### src/rtl/flit_switch_arbiter_pkg.sv
// Shared flit-format constants and types for the router output-stage arbiter.
package flit_switch_arbiter_pkg;

  localparam int unsigned FLIT_SIZE  = 32;
  localparam int unsigned HEADER_LEN = 2;
  localparam int unsigned CMP_LEN    = 4;
  localparam int unsigned CMP_POS    = FLIT_SIZE - HEADER_LEN - CMP_LEN;

  typedef enum logic [HEADER_LEN-1:0] {
    HEAD_FLIT   = 2'b00,
    BODY_FLIT   = 2'b01,
    TAIL_FLIT   = 2'b10,
    SINGLE_FLIT = 2'b11
  } flit_type_t;

  typedef enum logic {StIdle, StLocked} arb_state_t;

  // HEAD and SINGLE flits open a new packet and may compete for an idle output.
  function automatic logic is_open_type(flit_type_t t);
    return (t == HEAD_FLIT) || (t == SINGLE_FLIT);
  endfunction

endpackage

### src/rtl/flit_switch_arbiter_if.sv
// Request/grant bundle between N input slots and one output-port arbiter.
interface flit_switch_arbiter_if import flit_switch_arbiter_pkg::*; #(
  parameter int unsigned N       = 6,
  parameter int unsigned CREDITS = 8
);
  localparam int unsigned IdxW = (N > 1) ? $clog2(N) : 1;
  localparam int unsigned CntW = $clog2(CREDITS + 1);

  logic [N-1:0]            req_valid;
  logic [N*HEADER_LEN-1:0] req_hdr;
  logic [N*CMP_LEN-1:0]    req_prio;
  logic                    credit_return;
  logic [N-1:0]            grant;
  logic                    grant_valid;
  logic [IdxW-1:0]         grant_idx;
  logic                    locked;
  logic [CntW-1:0]         credits;
  logic                    err;

  modport master (
    output req_valid, req_hdr, req_prio, credit_return,
    input  grant, grant_valid, grant_idx, locked, credits, err
  );

  modport slave (
    input  req_valid, req_hdr, req_prio, credit_return,
    output grant, grant_valid, grant_idx, locked, credits, err
  );

endinterface

### src/rtl/flit_switch_arbiter_rr_priority_picker.sv
// Combinational argmax over N keys; ties go to the first valid slot at or above start.
module rr_priority_picker #(
  parameter int unsigned N    = 6,
  parameter int unsigned KeyW = 5,
  localparam int unsigned IdxW = (N > 1) ? $clog2(N) : 1
) (
  input  logic [N-1:0]      valid,
  input  logic [N*KeyW-1:0] keys,
  input  logic [IdxW-1:0]   start,
  output logic [N-1:0]      winner,
  output logic              any
);

  logic [KeyW-1:0] best;
  logic [KeyW-1:0] key;
  int unsigned     idx;

  always_comb begin
    winner = '0;
    any    = 1'b0;
    best   = '0;
    key    = '0;
    idx    = 0;
    for (int unsigned k = 0; k < N; k++) begin
      idx = int'(start) + k;
      if (idx >= N) idx = idx - N;
      key = keys[idx*KeyW +: KeyW];
      // Strict compare keeps the earliest slot in search order on ties.
      if (valid[idx] && (!any || key > best)) begin
        winner      = '0;
        winner[idx] = 1'b1;
        best        = key;
        any         = 1'b1;
      end
    end
  end

endmodule

### src/rtl/flit_switch_arbiter.sv
// Per-output wormhole arbiter: priority/age/round-robin pick, packet lock, credit gating.
module flit_switch_arbiter import flit_switch_arbiter_pkg::*; #(
  parameter int unsigned N         = 6,
  parameter int unsigned CREDITS   = 8,
  parameter int unsigned AGE_LIMIT = 15
) (
  input logic                  clk,
  input logic                  rst,
  flit_switch_arbiter_if.slave bus
);

  localparam int unsigned IdxW = (N > 1) ? $clog2(N) : 1;
  localparam int unsigned CntW = $clog2(CREDITS + 1);
  localparam int unsigned KeyW = CMP_LEN + 1;
  localparam logic [7:0]      AgeMax    = AGE_LIMIT[7:0];
  localparam logic [CntW-1:0] CreditMax = CntW'(CREDITS);

  arb_state_t      state_q;
  logic [IdxW-1:0] owner_q;
  logic [IdxW-1:0] rr_q;
  logic [CntW-1:0] credits_q;
  logic [7:0]      age_q [N];
  logic            err_q;

  flit_type_t        hdr [N];
  flit_type_t        g_hdr;
  logic [N-1:0]      open_type;
  logic [N-1:0]      closed_type;
  logic [N*KeyW-1:0] keys;
  logic [N-1:0]      pick_win;
  logic              pick_any;
  logic [N-1:0]      grant;
  logic              grant_valid;
  logic [IdxW-1:0]   gidx;
  logic              proto_err;

  always_comb begin
    keys        = '0;
    open_type   = '0;
    closed_type = '0;
    for (int unsigned i = 0; i < N; i++) begin
      hdr[i]         = flit_type_t'(bus.req_hdr[i*HEADER_LEN +: HEADER_LEN]);
      open_type[i]   = bus.req_valid[i] && is_open_type(hdr[i]);
      closed_type[i] = bus.req_valid[i] && !is_open_type(hdr[i]);
      keys[i*KeyW +: KeyW] = {age_q[i] == AgeMax, bus.req_prio[i*CMP_LEN +: CMP_LEN]};
    end
  end

  rr_priority_picker #(
    .N    (N),
    .KeyW (KeyW)
  ) u_picker (
    .valid  (open_type),
    .keys   (keys),
    .start  (rr_q),
    .winner (pick_win),
    .any    (pick_any)
  );

  always_comb begin
    grant = '0;
    if (!rst && credits_q != '0) begin
      if (state_q == StIdle) begin
        if (pick_any) grant = pick_win;
      end else if (bus.req_valid[owner_q]) begin
        grant[owner_q] = 1'b1;
      end
    end
  end

  always_comb begin
    gidx = '0;
    for (int unsigned i = 0; i < N; i++) begin
      if (grant[i]) gidx = IdxW'(i);
    end
  end

  assign grant_valid = |grant;
  assign g_hdr       = hdr[gidx];

  // Stray BODY/TAIL on any non-owner slot, a new packet inside a locked one, or credit overflow.
  always_comb begin
    proto_err = 1'b0;
    for (int unsigned i = 0; i < N; i++) begin
      if (closed_type[i] && !(state_q == StLocked && owner_q == IdxW'(i))) proto_err = 1'b1;
    end
    if (state_q == StLocked && grant_valid && is_open_type(g_hdr)) proto_err = 1'b1;
    if (bus.credit_return && !grant_valid && credits_q == CreditMax) proto_err = 1'b1;
  end

  always_ff @(posedge clk) begin
    if (rst) begin
      state_q   <= StIdle;
      owner_q   <= '0;
      rr_q      <= '0;
      credits_q <= CreditMax;
      err_q     <= 1'b0;
      for (int unsigned i = 0; i < N; i++) age_q[i] <= '0;
    end else begin
      unique case (state_q)
        StIdle: begin
          if (grant_valid) begin
            rr_q <= (gidx == IdxW'(N - 1)) ? '0 : gidx + 1'b1;
            if (g_hdr == HEAD_FLIT) begin
              state_q <= StLocked;
              owner_q <= gidx;
            end
          end
        end
        StLocked: begin
          if (grant_valid && g_hdr == TAIL_FLIT) state_q <= StIdle;
        end
        default: state_q <= StIdle;
      endcase

      for (int unsigned i = 0; i < N; i++) begin
        if (grant[i]) begin
          age_q[i] <= '0;
        end else if (open_type[i] && age_q[i] != AgeMax) begin
          age_q[i] <= age_q[i] + 8'd1;
        end
      end

      if (grant_valid && !bus.credit_return) begin
        credits_q <= credits_q - 1'b1;
      end else if (!grant_valid && bus.credit_return && credits_q != CreditMax) begin
        credits_q <= credits_q + 1'b1;
      end

      if (proto_err) err_q <= 1'b1;
    end
  end

  assign bus.grant       = grant;
  assign bus.grant_valid = grant_valid;
  assign bus.grant_idx   = gidx;
  assign bus.locked      = (state_q == StLocked);
  assign bus.credits     = credits_q;
  assign bus.err         = err_q;

endmodule

### src/flat_wrapper.sv
// flat-port wrapper written by rule: the top's interface ports become plain ports
module flit_switch_arbiter_flat import flit_switch_arbiter_pkg::*;
#(
  parameter int unsigned N         = 6,
  parameter int unsigned CREDITS   = 8,
  parameter int unsigned AGE_LIMIT = 15
)
  (clk, rst, bus_req_valid, bus_req_hdr, bus_req_prio, bus_credit_return, bus_grant, bus_grant_valid, bus_grant_idx, bus_locked, bus_credits, bus_err);
  flit_switch_arbiter_if #(.N(N), .CREDITS(CREDITS)) bus_i ();
  input logic clk;
  input logic rst;
  input wire logic [$bits(bus_i.req_valid)-1:0] bus_req_valid;
  input wire logic [$bits(bus_i.req_hdr)-1:0] bus_req_hdr;
  input wire logic [$bits(bus_i.req_prio)-1:0] bus_req_prio;
  input wire logic [$bits(bus_i.credit_return)-1:0] bus_credit_return;
  output wire logic [$bits(bus_i.grant)-1:0] bus_grant;
  output wire logic [$bits(bus_i.grant_valid)-1:0] bus_grant_valid;
  output wire logic [$bits(bus_i.grant_idx)-1:0] bus_grant_idx;
  output wire logic [$bits(bus_i.locked)-1:0] bus_locked;
  output wire logic [$bits(bus_i.credits)-1:0] bus_credits;
  output wire logic [$bits(bus_i.err)-1:0] bus_err;
  assign bus_i.req_valid = bus_req_valid;
  assign bus_i.req_hdr = bus_req_hdr;
  assign bus_i.req_prio = bus_req_prio;
  assign bus_i.credit_return = bus_credit_return;
  assign bus_grant = bus_i.grant;
  assign bus_grant_valid = bus_i.grant_valid;
  assign bus_grant_idx = bus_i.grant_idx;
  assign bus_locked = bus_i.locked;
  assign bus_credits = bus_i.credits;
  assign bus_err = bus_i.err;
  flit_switch_arbiter #(.N(N), .CREDITS(CREDITS), .AGE_LIMIT(AGE_LIMIT)) u_core (.clk(clk), .rst(rst), .bus(bus_i));
endmodule
### config.mk
export PLATFORM = sky130hd
export DESIGN_NAME = flit_switch_arbiter_flat
export DESIGN_NICKNAME = d
export VERILOG_FILES = /design/src/rtl/flit_switch_arbiter_pkg.sv /design/src/rtl/flit_switch_arbiter_if.sv /design/src/rtl/flit_switch_arbiter_rr_priority_picker.sv /design/src/rtl/flit_switch_arbiter.sv /design/src/flat_wrapper.sv
export SDC_FILE = /design/constraint.sdc
export NUM_CORES = 1
export LEC_CHECK = 0
export CORE_MARGIN = 1.5
export CORE_UTILIZATION = 38
export DETAILED_ROUTE_END_ITERATION = 12
export HOLD_SLACK_MARGIN = 0.03
export PLACE_DENSITY = 0.65
export SKIP_LAST_GASP = 1
export SYNTH_ARGS = -nofsm -noshare
export SYNTH_HDL_FRONTEND = slang
export SYNTH_HIERARCHICAL = 1
export SYNTH_SLANG_ARGS = --single-unit
### constraint.sdc
create_clock -name clk -period 22.3 [get_ports clk]
set_clock_uncertainty 0.2 [all_clocks]
set_input_delay 3.345 -clock clk [delete_from_list [all_inputs] [get_ports clk]]
set_output_delay 3.345 -clock clk [all_outputs]
set_load 0.01 [all_outputs]
# Word level (Yosys, flattened, before mapping)
# Memory sizes are Yosys's and may differ from the RTL's.
# Cells that the tools add are included.
[word_totals]
reg_bits = 12
latch_bits = 0
mem_bits_rw = 48
romBits = 0
input_bits = 45
output_inout_bits = 16
mem_count = 1
[op_classes]
n_addsub = 20
multipliers = 6
div = 0
n_lt_le_gt_ge = 26
eq_ne = 28
shift = 6
muxes = 134
bitwise = 14
n_reduce_logical = 95
[mem_list]
columns = ["memory", "words", "word_bits", "read_ports", "rd_clocked_by_memory_dff", "wr", "line_no", "source"]
rows = [
  ["u_core.age_q", 6, 8, 6, 0, 6, "flit_switch_arbiter.sv:22", "logic [7:0] age_q [N];"],
]
[op_table]
columns = ["operator", "n"]
rows = [
  ["30-bit by 33-bit indexed part select with 5-bit output", 6],
  ["32-bit by 1-bit >= comparator with 1-bit output (second input constant)", 6],
  ["32-bit by 4-bit < comparator with 1-bit output (second input constant)", 6],
  ["32-bit by 3-bit multiplier with 32-bit output (second input constant)", 6],
  ["32-bit 2-to-1 mux", 6],
  ["8-bit 2-to-1 mux", 12],
  ["1-bit 2-to-1 mux", 76],
  ["6-bit 2-to-1 mux", 10],
  ["1-bit logical AND", 50],
  ["8-bit by 1-bit adder with 8-bit output (second input constant)", 6],
  ["8-bit by 4-bit equality test with 1-bit output (second input constant)", 6],
  ["8-bit by 4-bit != test with 1-bit output (second input constant)", 6],
  ["5-bit > comparator", 5],
  ["5-bit 2-to-1 mux", 5],
  ["4-bit by 3-bit subtractor with 5-bit output (second input constant)", 5],
  ["1-bit binary-select mux with 3-bit select", 7],
  ["1-bit demux with 3-bit select", 7],
  ["4-bit by 3-bit >= comparator with 1-bit output (second input constant)", 5],
  ["1-bit zero test", 20],
  ["2-bit equality test (second input constant)", 8],
  ["2-bit zero test", 7],
  ["1-bit logical OR", 12],
  ["1-bit bitwise OR", 12],
  ["3-bit equality test (second input constant)", 3],
  ["28 further kinds", 37],
]

# Depth between registers and ports, before layout
[depth]
word_depth = 43
depth_mapped = 81
ltp_nobuf = 69

# By module
# The synthesis kept the hierarchy.
[by_module_without_submodules]
columns = ["module", "n_inst", "cells_each", "area_per_inst_um2", "seq_area_each_um2"]
rows = [
  ["rr_priority_picker", 1, 1218, 8844.7, 0.0],
  ["flit_switch_arbiter", 1, 391, 3739.8, 1681.6],
]

# Worst setup path after synthesis
# Ideal clock, no wire load.
[synth_path]
kind = "register -> output"
from = "reg u_core.rr_q[0]"
to = "out bus_grant_valid"
arrival_ns = 13.442
path_slack_ns = 5.313
stages_incl_launch_ff = 72
path_cell_list = "dfxtp_1 > buf_4 > buf_6 > buf_2 > inv_1 > clkbuf_1 > ha_1 > buf_2 > nand3b_1 > o21ai_2 > nor2_2 > inv_2 > buf_2 > ha_1 > ha_1 > fa_1 > xnor2_1 > nand2_1 > (+36 left out) > o21ai_0 > ha_1 > nor2b_1 > o21a_1 > o21ai_0 > nand2b_1 > a21oi_1 > a31oi_1 > o21a_1 > buf_2 > a311oi_1 > a211oi_1 > or2_2 > a32o_1 > and3_4 > buf_6 > nor4_4 > inv_1"
[synth_between]
elab_chain_len = 29
[synth_rtl]
columns = ["element", "line_no", "source"]
rows = [
  ["start: declaration", "flit_switch_arbiter.sv:20", "logic [IdxW-1:0] rr_q;"],
  ["start signal: assignment", "flit_switch_arbiter.sv:103", "rr_q <= (gidx == IdxW'(N - 1)) ? '0 : gidx + 1'b1;"],
  ["3-bit by 1-bit adder with 4-bit output, or another cell as far along", "flit_switch_arbiter_rr_priority_picker.sv:25", "idx = int'(start) + k;"],
  ["4-bit by 3-bit subtractor with 5-bit output, or another cell as far along", "flit_switch_arbiter_rr_priority_picker.sv:26", "if (idx >= N) idx = idx - N;"],
  ["32-bit 2-to-1 mux, or another cell as far along", "flit_switch_arbiter_rr_priority_picker.sv:26", ""],
  ["32-bit by 3-bit multiplier with 32-bit output, or another cell as far along", "flit_switch_arbiter_rr_priority_picker.sv:27", "key = keys[idx*KeyW +: KeyW];"],
  ["30-bit by 33-bit indexed part select with 5-bit output, or another cell as far along", "flit_switch_arbiter_rr_priority_picker.sv:27", ""],
  ["5-bit > comparator / 1-bit zero test (equally long branches)", "flit_switch_arbiter_rr_priority_picker.sv:29", "if (valid[idx] && (!any || key > best)) begin"],
  ["1-bit logical OR", "flit_switch_arbiter_rr_priority_picker.sv:29", ""],
  ["1-bit logical AND", "flit_switch_arbiter_rr_priority_picker.sv:29", ""],
  ["(+14 left out)", "-", ""],
  ["1-bit logical OR", "flit_switch_arbiter_rr_priority_picker.sv:29", ""],
  ["1-bit logical AND", "flit_switch_arbiter_rr_priority_picker.sv:29", ""],
  ["6-bit 2-to-1 mux (*)", "flit_switch_arbiter_rr_priority_picker.sv:29", ""],
  ["via u_core.pick_win[2]", "flit_switch_arbiter.sv:30", "logic [N-1:0] pick_win;"],
  ["6-bit 2-to-1 mux (*)", "flit_switch_arbiter.sv:64", "if (pick_any) grant = pick_win;"],
  ["6-bit 2-to-1 mux (*)", "flit_switch_arbiter.sv:63", "if (state_q == StIdle) begin"],
  ["6-bit 2-to-1 mux (*)", "flit_switch_arbiter.sv:62", "if (!rst && credits_q != '0) begin"],
  ["6-bit OR reduction (*)", "flit_switch_arbiter.sv:78", "assign grant_valid = |grant;"],
  ["end: declaration", "flat_wrapper.sv:17", "output wire logic [$bits(bus_i.grant_valid)-1:0] bus_grant_valid;"],
]
# The timed path passes the listed nets; every way through them passes the cells marked *. The select of a mux whose other input is x is not followed.

# Worst setup path in the final report
[layout_path]
from = "reg u_core.rr_q[1]"
to = "out bus_grant_valid"
# The elaborated chain is that of the path after synthesis.

==> summary.md <==
| Metric | Value |
|---|---|
| Slowest Stage Delay on Critical Path | 0.88 ns |
| Maximum clock frequency | approximately 0.048 GHz |
| Stages on worst setup path | 63 |
| Hold Path Depth | 2 |
| R2r worst-path depth | just under 70 |
| Die Span Y | about 180 um |
| Final Cycle Share | 94.1% |
| Syn nets | between 1500 and 2000 |
| Cell Area, Synth | 0.0126 mm^2 |
| DP Wirelength | 36500 um |
| Total track usage | a little over a quarter |
| Design Area, Final | approximately 0.014 mm^2 |
| Ys Warns | 6 |
| Overflow after GRT | 0 |
| Final hold vios | 0 |
| Worst Path Required | ~19 ns |
| Total of max-cap violations | 0 |
| CTS Buf Count | 9 |
| Synth async-reset ratio | 0% |
| Critical path buffer and inverter count | 8 |
| Layout cell share with drive strength beyond 1 | 10.3% |
| Std-Cell Rows | 66 |
| Reg area | approximately 0.0017 mm^2 |
| Clock latency on the worst-skew pair | ~0.33 ns |
| Drt initial violations | roughly 1700 |
| Routed wire length per instance | about 23 um |
| IO Port Bufs | 60 |
| Largest net degree at the start of global routing | 80 |
| Distinct cells, synth | approximately 110 |
| CTS tree | yes |
| Starting Density | between 30% and 40% |
| Multi-input gate area | about 0.010 mm^2 |
| Placement Cell Area | about 0.013 mm^2 |
| Crit path from | u_core/rr_q[1] |
| CP max FO | 19 |
| Die area | roughly 0.034 mm^2 |
| Leading area contributor after synthesis | edfxtp_1 |
| Critical Path AT | between 15 and 20 ns |
| Worst relative slew slack | between 10% and 20% |
| Clock transition at path regs | approximately 0.05 ns |
| Core ar. | approximately 0.033 mm^2 |
| Status | finished clean |
| Hold Crit Start | u_core/owner_q[2] |
| Critical Path End Type | primary output |
| Sequential area share after synthesis | 13.4% |
| Slew @ Worst Pin | between 1 and 1.5 ns |
| R2R Path Start | u_core/rr_q[1] |
| DR vias | 13300 |
| TNS Setup | 0 ns |
| Critical Path Source Type | register |
| H-Tree Level Count | 3 |
| Crit path top cell by count | ha_1 |
| #FFs+latches synth | 60 |
| Max-slew violation count | 0 |
| Final nets | around 1700 |
| Post-CTS Setup Bufs | 0 |
| Ports | 61 |
| Kind of path behind the tightest hold check | register to register |
| Number of instances resized during post-cts repair | 0 |
| Vias per cell | roughly 6.5 |
| RSZ-0062 raised after global routing | no |
| Filler cells | 3343 |
| Vias in the first global route | approximately 12000 |
| Crit Path Category | register to primary output |
| Iteration count of the initial detailed-routing pass | 5 |
| Dominant cells by area after synthesis | edfxtp_1, ha_1, mux2i_1 |
| Crit path to | bus_grant_valid |
| Tightest hold margin | between 0.3 and 0.4 ns |
| Minimum clock period | 20.98 ns |
| Main synth FF type | edfxtp_1 |
| Die Wd | between 150 and 200 um |
| Hold-fix buffers, CTS | 0 |
| CTS Sinks | 60 |
| Area Growth Syn to Fin | 9.32% |
| Setup slack, reg-to-reg | 4.24 ns |
| Syn Inst Count | ~1600 |
| First-pass GRT wire length | about 73000 um |
| Yosys top cell area share | between 10% and 20% |
| N_diodes | 0 |
| Residual DRC count | 0 |
| Initial antenna violation count | 0 |
| GPL Wtd Cong | between 1 and 1.5 |
| Clock Tree Root | clkbuf_16 |
| Worst r2r dst | u_core/bus.credits[3] |
| # setup viols final | 0 |
| CP delay by family, top | compound AO/OA/AOI/OAI gates |
| Slowest CP cell | o21bai_1 |
| Final wirelength | roughly 47000 um |
| Post-synth EDFFs | 48 |
| Final ANT Viol Nets | 0 |
| Synthesized area per cell | about 7.8 um^2 |
| Maximum root-to-sink buffer count | 2 |
-- worst register-to-register path: cells and delay by family, from the launching register on --
family	cells	cell delay, ns
buffers and inverters	6	1.39
muxes	2	0.24
and+or+nand+nor	14	3.83
AOI/OAI and AO/OA	36	7.53
DFF	1	0.85
adders and majority gates	10	3.94
-- per-layer routing --
layer  track usage, %  routed length [um]  vias up
li1                 -                   -     6102
met1             37.4               20200     6356
met2             42.3               20400      726
met3             5.29                4800      138
met4             10.4                1810        0
met5                0                   0        -
-- worst min-delay path by stage --
stage / end
global route: u_core/owner_q[2]
finish: u_core/owner_q[2]
global placement: u_core/owner_q[2]
floorplan: u_core/owner_q[2]
CTS: u_core/owner_q[2]
detailed placement: u_core/owner_q[2]
-- cell usage after synthesis (all sizes together) (8+ instances only) --
cell	number
nor2	171
o31ai	12
mux2i	89
and3	25
nand2b	26
or3	13
o41ai	8
o221ai	8
nand4	14
edfxtp	48
mux2	51
a31oi	29
a21oi	73
nor3	38
or4	9
dfxtp	12
and2	19
o21a	17
a21boi	8
inv	77
a21o	9
nand3	67
a211oi	32
nor2b	22
xor2	27
mux4	29
a32oi	11
o22ai	14
buf	45
o211ai	29
o21ai	95
a22oi	8
ha	93
clkbuf	56
nor4	14
nand2	126
a311oi	14
a2111oi	11
or2	9
xnor2	41
-- cell usage in the layout (no fill, tap or decap), types with 9 or more instances in the layout --
cell type        count
nor2_1             170
nand2_1            126
ha_1                93
o21ai_0             90
mux2i_1             88
inv_1               71
a21oi_1             71
nand3_1             67
clkdlybuf4s50_1     60
edfxtp_1            48
mux2_2              47
nor3_1              37
xnor2_1             34
a211oi_1            31
mux4_2              29
a31oi_1             28
o211ai_1            28
nand2b_1            26
xor2_1              25
and3_1              23
nor2b_1             22
buf_4               22
and2_1              18
o21a_1              17
nand4_1             14
a311oi_1            14
o22ai_1             14
nor4_1              13
or3_1               13
a32oi_1             11
dfxtp_1             11
o31ai_1             11
a2111oi_0           10
clkbuf_16            9
a21o_1               9
-- through the flow --
step / utilization, % / worst slack [ns] / std cells
floorplan: - / 5.31 / 1609
global placement: 41.3 / 2.43 / 2032
detailed placement: 41.3 / 2.10 / 2032
CTS: 42.3 / 1.67 / 2048
global route: 42.3 / 0.120 / 2048
finish: 42.3 / 1.32 / 2048
-- final cells by class --
| class | count | share of cell area (%) |
|---|---|---|
| Clock buffer | 10 | 1.66 |
| Clock inverter | 6 | 0.646 |
| Inverter | 80 | 2.18 |
| Multi-Input combinational cell | 1368 | 73.7 |
| Sequential cell | 60 | 12.3 |
| Tap cell | 442 | 4.02 |
| Timing Repair Buffer | 82 | 5.57 |
-- state kept, by name (all words and copies together), names as in the netlist --
register	cells
u_core/bus.locked	1
u_core/rr_q	3
u_core/owner_q	3
u_core/bus.credits	4
u_core/bus.err	1
u_core/age_q	48
-- logic make-up after synthesis --
logic type / count (synthesis) / share of synthesized area (%)
adders and majority gates: 99 / 10.2
xor gates and xnor gates: 68 / 4.97
and+or+nand+nor: 569 / 22.0
DFF: 60 / 13.4
muxes: 169 / 17.0
other: 1 / 0.0298
buffers and inverters: 181 / 6.40
AOI/OAI and AO/OA: 462 / 26.0
Power is not shown: default switching activity piles up to over one toggle a cycle in this logic, so the estimate is an artifact.
